$ cat src/rtl/freq_cnt_pkg.sv
// Shared types and default widths for the gated frequency counter.
package freq_cnt_pkg;

  localparam int unsigned DEF_DATA_WIDTH = 14;
  localparam int unsigned DEF_N_WIDTH    = 32;
  localparam int unsigned DEF_CNT_WIDTH  = 32;

  localparam logic [DEF_CNT_WIDTH-1:0] CNT_MAX = '1;

  typedef enum logic {
    StIdle,
    StRun
  } state_e;

endpackage

$ cat src/rtl/hyst_cmp.sv
// Input register, hysteresis comparator and rising-crossing detector.
// rise_o is high in the cycle after the sample that completed the crossing was in s1.
module hyst_cmp #(
  parameter int unsigned DATA_WIDTH = 14
) (
  input  logic                         clk_i,
  input  logic                         rstn_i,
  input  logic signed [DATA_WIDTH-1:0] adc_i,
  input  logic signed [DATA_WIDTH-1:0] thr_hi_i,
  input  logic signed [DATA_WIDTH-1:0] thr_lo_i,
  output logic                         rise_o
);

  logic signed [DATA_WIDTH-1:0] s1_q;
  logic                         cmp_d, cmp_q, cmp_prev_q;

  // Set wins over clear, so crossed thresholds behave as a plain comparator at thr_hi.
  always_comb begin
    cmp_d = cmp_q;
    if (s1_q >= thr_hi_i) begin
      cmp_d = 1'b1;
    end else if (s1_q <= thr_lo_i) begin
      cmp_d = 1'b0;
    end
  end

  always_ff @(posedge clk_i or negedge rstn_i) begin
    if (!rstn_i) begin
      s1_q       <= '0;
      cmp_q      <= 1'b0;
      cmp_prev_q <= 1'b0;
    end else begin
      s1_q       <= adc_i;
      cmp_q      <= cmp_d;
      cmp_prev_q <= cmp_q;
    end
  end

  assign rise_o = cmp_q & ~cmp_prev_q;

endmodule

$ cat src/rtl/freq_gate_counter.sv
// Counts hysteresis-qualified rising crossings over back-to-back gates of N_i cycles.
// Gate tags travel one stage behind the samples so every crossing lands in its own gate.
module freq_gate_counter
  import freq_cnt_pkg::*;
#(
  parameter int unsigned DATA_WIDTH = DEF_DATA_WIDTH,
  parameter int unsigned N_WIDTH    = DEF_N_WIDTH,
  parameter int unsigned CNT_WIDTH  = DEF_CNT_WIDTH
) (
  input  logic                         clk_i,
  input  logic                         rstn_i,
  input  logic signed [DATA_WIDTH-1:0] adc_i,
  input  logic signed [DATA_WIDTH-1:0] thr_hi_i,
  input  logic signed [DATA_WIDTH-1:0] thr_lo_i,
  input  logic        [N_WIDTH-1:0]    N_i,
  input  logic                         en_i,
  output logic        [CNT_WIDTH-1:0]  count_o,
  output logic        [N_WIDTH-1:0]    n_o,
  output logic                         sat_o,
  output logic                         count_valid_o,
  output logic                         busy_o
);

  localparam logic [CNT_WIDTH-1:0] CntMax = '1;

  state_e               state_q, state_d;
  logic [N_WIDTH-1:0]   gate_q, n_lat_q;
  logic                 start, gate_last, gate_load, rise;

  logic                 tag_vld_q, tag_first_q, tag_last_q;
  logic [N_WIDTH-1:0]   tag_n_q;
  logic [CNT_WIDTH-1:0] acc_q;
  logic                 acc_sat_q, done_q;
  logic [N_WIDTH-1:0]   done_n_q;
  logic [CNT_WIDTH-1:0] count_q;
  logic [N_WIDTH-1:0]   n_q;
  logic                 sat_q, valid_q;

  hyst_cmp #(
    .DATA_WIDTH (DATA_WIDTH)
  ) u_hyst_cmp (
    .clk_i    (clk_i),
    .rstn_i   (rstn_i),
    .adc_i    (adc_i),
    .thr_hi_i (thr_hi_i),
    .thr_lo_i (thr_lo_i),
    .rise_o   (rise)
  );

  assign start     = en_i && (N_i != '0);
  assign gate_last = (state_q == StRun) && (gate_q == n_lat_q - N_WIDTH'(1));
  assign gate_load = ((state_q == StIdle) || gate_last) && start;

  always_ff @(posedge clk_i or negedge rstn_i) begin
    if (!rstn_i) begin
      state_q <= StIdle;
    end else begin
      state_q <= state_d;
    end
  end

  // A completed gate finishes even if en_i drops on its last cycle.
  always_comb begin
    state_d = state_q;
    unique case (state_q)
      StIdle: if (start) state_d = StRun;
      StRun: begin
        if (gate_last) begin
          state_d = start ? StRun : StIdle;
        end else if (!en_i) begin
          state_d = StIdle;
        end
      end
      default: state_d = StIdle;
    endcase
  end

  always_comb begin
    busy_o = (state_q == StRun);
  end

  always_ff @(posedge clk_i or negedge rstn_i) begin
    if (!rstn_i) begin
      gate_q  <= '0;
      n_lat_q <= '0;
    end else if (gate_load) begin
      gate_q  <= '0;
      n_lat_q <= N_i;
    end else if (state_q == StRun) begin
      gate_q  <= gate_q + N_WIDTH'(1);
    end
  end

  // Stage 1 tags the sample now in s1; stage 2 meets its rise; stage 3 publishes.
  always_ff @(posedge clk_i or negedge rstn_i) begin
    if (!rstn_i) begin
      tag_vld_q   <= 1'b0;
      tag_first_q <= 1'b0;
      tag_last_q  <= 1'b0;
      tag_n_q     <= '0;
      acc_q       <= '0;
      acc_sat_q   <= 1'b0;
      done_q      <= 1'b0;
      done_n_q    <= '0;
      count_q     <= '0;
      n_q         <= '0;
      sat_q       <= 1'b0;
      valid_q     <= 1'b0;
    end else begin
      tag_vld_q   <= (state_q == StRun);
      tag_first_q <= (state_q == StRun) && (gate_q == '0);
      tag_last_q  <= gate_last;
      tag_n_q     <= n_lat_q;

      if (tag_vld_q) begin
        if (tag_first_q) begin
          acc_q     <= CNT_WIDTH'(rise);
          acc_sat_q <= 1'b0;
        end else if (rise) begin
          if (acc_q == CntMax) begin
            acc_sat_q <= 1'b1;
          end else begin
            acc_q <= acc_q + CNT_WIDTH'(1);
          end
        end
      end
      done_q   <= tag_vld_q && tag_last_q;
      done_n_q <= tag_n_q;

      valid_q <= done_q;
      if (done_q) begin
        count_q <= acc_q;
        n_q     <= done_n_q;
        sat_q   <= acc_sat_q;
      end
    end
  end

  assign count_o       = count_q;
  assign n_o           = n_q;
  assign sat_o         = sat_q;
  assign count_valid_o = valid_q;

endmodule

$ cat config.mk
export PLATFORM = sky130hd
export DESIGN_NAME = freq_gate_counter
export DESIGN_NICKNAME = d
export VERILOG_FILES = /design/src/rtl/freq_cnt_pkg.sv /design/src/rtl/hyst_cmp.sv /design/src/rtl/freq_gate_counter.sv
export SDC_FILE = /design/constraint.sdc
export NUM_CORES = 1
export LEC_CHECK = 0
export ABC_AREA = 0
export BUFFER_PORTS_ARGS = -buffer_cell sky130_fd_sc_hd__buf_2
export CAP_MARGIN = 25
export CORE_MARGIN = 2
export CORE_UTILIZATION = 45
export CTS_BUF_LIST = sky130_fd_sc_hd__clkbuf_8 sky130_fd_sc_hd__clkbuf_16
export CTS_CLUSTER_DIAMETER = 100
export CTS_CLUSTER_SIZE = 12
export DETAILED_ROUTE_END_ITERATION = 12
export MAX_ROUTING_LAYER = met4
export PLACE_DENSITY = 0.64
export SKIP_CTS_REPAIR_TIMING = 1
export SYNTH_ARGS = -nofsm -noshare
export SYNTH_HDL_FRONTEND = slang
export SYNTH_SLANG_ARGS = --single-unit
$ cat constraint.sdc
create_clock -name clk_i -period 9.2 [get_ports clk_i]
set_clock_uncertainty 0.2 [all_clocks]
set_input_delay 1.84 -clock clk_i [delete_from_list [all_inputs] [get_ports clk_i]]
set_output_delay 1.84 -clock clk_i [all_outputs]
set_load 0.01 [all_outputs]
* Word-level counts from Yosys, hierarchy flattened
Index checks and enable logic that the tools add are counted.
** Word-level totals
- Flip-flop bits (word level) :: 248
- Bits of input ports :: 77
- Output and inout bits :: 67
- Logic and storage cells :: 57
** Operators by class
- Add/sub/neg operators :: 3
- $lt $le $gt $ge :: 2
- Equal/unequal tests :: 3
- Multiplexer cells :: 14
- Bitwise gates (word level) :: 3
- Reduce and logical (&&, ||, !) cells :: 14
** Operator list (count)
- 32-bit two-way mux :: 5
- 32-bit by 1-bit adder with 32-bit output, second input constant :: 2
- 32-bit equality test :: 1
- 32-bit equality test, second input constant :: 1
- 32-bit zero test :: 1
- 32-bit nonzero test :: 1
- 32-bit by 1-bit subtractor with 32-bit output, second input constant :: 1
- 14-bit >= comparator :: 1
- 14-bit less-or-equal comparator :: 1
- 1-bit two-way mux :: 8
- 2-bit nonzero test :: 4
- 3-bit AND reduction :: 2
- 1-bit logical AND :: 5
- 2-bit != test, second input constant :: 1
- 1-bit inverter :: 2
- 1-bit case mux with 2 select lines :: 1
- 1-bit AND :: 1
- 1-bit logical OR :: 1

* Longest topological paths before layout
- Depth in word-level cells :: 6
- Gate-level depth with buffers :: 12
- Gate-level depth less buffers :: 10

* Hierarchy
Synthesis repeated with hierarchy kept, for this count alone.
** Second synthesis, totals
- Cells, all modules :: 1203
- Area, all modules :: 12195.4 µm²
** Modules (own cells, without submodules)
- freq_gate_counter :: instances 1, cells each 1084, area an instance 11065.6 µm², seq. area each 5805.6 µm²
- hyst_cmp :: instances 1, cells each 119, area an instance 1129.8 µm², seq. area each 400.4 µm²

* Worst setup path after synthesis
OpenSTA, ideal clock, no wires.
- Kind :: flip-flop to flip-flop
- Start point :: register n_lat_q[13]
- End point :: register n_lat_q[10]
- Setup time :: 0.126 ns
- Arrival time :: 3.628 ns
- Required time :: 8.874 ns
- Setup slack :: 5.245 ns
- Stages on the path, launching flop included :: 13
- Path through :: dfrtp_1 > or4_1 > buf_2 > or4_1 > buf_2 > or4_1 > a32o_1 > nor4_2 > o2111ai_2 > or2_1 > buf_2 > buf_6 > a311o_1
** On the way
- Word-level cells in the longest chain between the ends :: 5
** RTL lines
- start, declared :: RTL line freq_gate_counter.sv:27 : logic [N_WIDTH-1:0] gate_q, n_lat_q;
- start signal, assigned :: RTL line freq_gate_counter.sv:88 : n_lat_q <= N_i;
- 32-bit by 1-bit subtractor with 32-bit output :: RTL line freq_gate_counter.sv:51 : assign gate_last = (state_q == StRun) && (gate_q == n_lat_q - N_WIDTH'(1));
- 32-bit equality test :: RTL line freq_gate_counter.sv:51
- 1-bit logical AND :: RTL line freq_gate_counter.sv:51
- 1-bit logical OR :: RTL line freq_gate_counter.sv:52 : assign gate_load = ((state_q == StIdle) || gate_last) && start;
- 1-bit logical AND :: RTL line freq_gate_counter.sv:52
No other way between the ends.
A chain may end at the register's enable or synchronous reset.

* Worst setup path in the final report
- Start point :: register n_lat_q[12]
- End point :: register n_lat_q[25]
Same word-level chain as after synthesis.

==> metrics <==
status complete, but fails checks; failing checks design-rule violations; power share of the combinational group 12.5%; Crit. End Element register; TNS Setup 0 ps; crit-path leading delay family simple AND/OR/NAND/NOR gates; Critical Path RT 9390 ps; routing usage on met1 28.6%; drt pass-1 iters 9; die area 28000 um^2; Internal Pwr Total 1.83 mW; clock slew at reported path FFs 60 ps; Reg2Reg Depth 9; Peak supply drop 0.000119 V; CP max stage delay 750 ps; Synth Area per Inst 10.3 um^2; Crit path top cell by count or4_1; Crit Reg-Reg Endpoint n_lat_q[25]$_DFFE_PN0P_; syn_nets 1268; maximum clock path buffer count 3; Post-Synthesis Cells 1159; CTS tree done; Max-Slew Margin vs Limit 40.1%; diode count 0; Startpoint Class register; crit path buf inv count 1; met3 Resource Use GR 2.51%; R2R Setup Slk 4600 ps; vias in the first global route 8940; critical path cell sequence or4_1, or4_1, or4_1, a32o_1, nor4_2, o2111ai_2, or2_1, buf_4, a311o_1; Final nets 1379; largest net degree at the start of global routing 143; # clock sinks 248; Yosys cell types 63; most common cell after layout, fill and taps aside dfrtp_1; worst setup path class register to register; DR DRC count 10; later-pin clock latency in the skew report 520 ps; Yosys warning total 0; vias per inst 5.69; Post-synth EDFFs 0; DRT antenna net count 0; initial antenna violation count 0; Die H 167 um; GP Congestion 0.890; Die Span X 167 um; IO buf count 143; PwrDens 184 nW/um^2; Initial DRC Count 674; Final Non-Filler Cells 1606; Overflow after GRT 0; met2 Use GR 35.1%; worst r2r src n_lat_q[12]$_DFFE_PN0P_; Initial Util 45.9%; gr usage total 21.5%; layout cells sized above 1 20.5%; ys flop type dfrtp_1; layout overhead on the synthesized area 13.9%; Seq/Total Area, Yosys 51.8%; Synth async-reset ratio 100%; HP Class register to register; crit-path max FO 17; Final Max Slew Viols 0; sw frac 27.3%; CP Depth 9; Flop pwr share 51.8%; first-pass GRT wire length 47700 um; Sw Pwr 0.687 mW; post-DR wirelength/cell 18.0 um; Num CTS Buffers 24; HPWL after DPL 19900 um; Yosys reg bits 248; final wirelength 28900 um; Worst Setup EP n_lat_q[25]$_DFFE_PN0P_; critical path's slowest cell or4_1; Achievable Freq 217 MHz; Placed Instances 1579; depth of the CTS H-tree 1; P_leak 6.18 nW; Total Power 2.51 mW; Least-Margin Pin Slew 899 ps; IO Count 144; core area 26100 um^2; Critical Path Source n_lat_q[12]$_DFFE_PN0P_; clock power share 35.6%; synthesized area 12000 um^2; DR vias 9142; endpoints failing setup 0; Final Hold Fails 0; Root Driver clkbuf_16; min Tclk post-route 4600 ps; max cap viols 0; Rows 59; Most Crowded Layer GR met2; Critical Path AT 4790 ps; Layout fillers 2340; RSZ-0062 raised after global routing false; most frequent cells in the layout dfrtp_1, buf_2, nand2_1; Period Utilization, post-route 50.0%
==> per-layer routing <==
layer  share of wire [%]  up-vias
met5                   0        -
met4                 2.2        0
met2                  48      267
met3                 5.5       49
li1                    -     4354
met1                  44     4472
==> sequential cells by signal, summed over array words and instances (netlist names), 14 cells and up <==
register,cells
n_o,32
u_hyst_cmp.s1_q,14
acc_q,32
done_n_q,32
tag_n_q,32
count_o,32
n_lat_q,32
gate_q,32
==> final cells by class <==
type	instances	area, um^2	share of cell area (%)
flip-flops and latches	248	6210	45.5
inverters	45	169	1.24
clock buffers	25	626	4.58
repair buffers	156	856	6.27
multi-input cells	795	5350	39.1
well taps	335	419	3.07
clock inverters	2	33.8	0.247
==> power by group through the flow <==
stage	Combinational [mW]	Sequential, mW	Clock (mW)
4_1_cts	0.317	1.30	0.916
2_1_floorplan	0.243	1.26	0
3_3_place_gp	0.306	1.32	0
5_1_grt	0.357	1.32	0.962
6_report	0.315	1.30	0.896
3_5_place_dp	0.315	1.32	0
==> worst reg2reg max path, cell delays in order, from the launching register on <==
cell and delay [ps]:
dfrtp_1 510, or4_1 750, or4_1 710, or4_1 540
a32o_1 230, nor4_2 160, o2111ai_2 170, or2_1 510
buf_4 330, a311o_1 380
==> worst min-delay path by stage <==
stage / slack (ps) / startpoint / depth (start not counted) / to
after global routing: 140 / tag_n_q[0]$_DFF_PN0_ / 0 / done_n_q[0]$_DFF_PN0_
after global placement: 130 / tag_n_q[3]$_DFF_PN0_ / 0 / done_n_q[3]$_DFF_PN0_
after detailed placement: 130 / tag_n_q[11]$_DFF_PN0_ / 0 / done_n_q[11]$_DFF_PN0_
after CTS: 150 / tag_n_q[0]$_DFF_PN0_ / 0 / done_n_q[0]$_DFF_PN0_
after floorplan: 130 / tag_n_q[0]$_DFF_PN0_ / 0 / done_n_q[0]$_DFF_PN0_
final: 140 / tag_n_q[18]$_DFF_PN0_ / 0 / done_n_q[18]$_DFF_PN0_
==> synth_stat cells, drive strengths merged, types with 6 or more instances <==
library cell | number | share of area (%)
a21oi | 45 | 1.9
nand3 | 35 | 1.5
or4 | 6 | 0.38
o211ai | 6 | 0.38
xnor2 | 39 | 2.8
ha | 32 | 3.3
xor2 | 46 | 3.4
nor2 | 60 | 1.9
o21ai | 62 | 2.6
or2 | 6 | 0.31
nand4 | 31 | 1.6
buf | 8 | 0.47
nor4 | 28 | 1.5
a31oi | 8 | 0.42
and2 | 9 | 0.47
a21o | 6 | 0.38
or3 | 14 | 0.73
mux2 | 65 | 6.1
a311o | 32 | 2.7
and4 | 9 | 0.66
nand2 | 123 | 3.9
clkbuf | 63 | 2.0
and3 | 8 | 0.42
nand4b | 7 | 0.51
nor2b | 11 | 0.57
o21a | 8 | 0.50
nor3 | 50 | 2.1
dfrtp | 248 | 52
inv | 44 | 1.4
==> logic make-up (layout without fill, tap and decap cells) <==
logic type      count (synthesis)  in the layout  synth area share [%]
compound gates                196            196                  10.9
xor+xnor                       85             85                  6.21
buf+inv                       116            228                  3.85
fa+ha+maj                      32             32                  3.34
mux                            65             65                  6.10
simple gates                  417            417                  17.8
flops                         248            248                  51.8
==> through the flow <==
step	setup slack, ps	instance area (um^2)	hold slack (ps)	utilization, %
finish	4600	13700	140	52.3
global route	4220	13700	145	52.3
CTS	4620	13700	145	52.3
detailed placement	4590	13000	135	49.7
global placement	4560	13000	131	49.6
floorplan	5250	12000	131	-
Power figures use the tool's default switching activity.
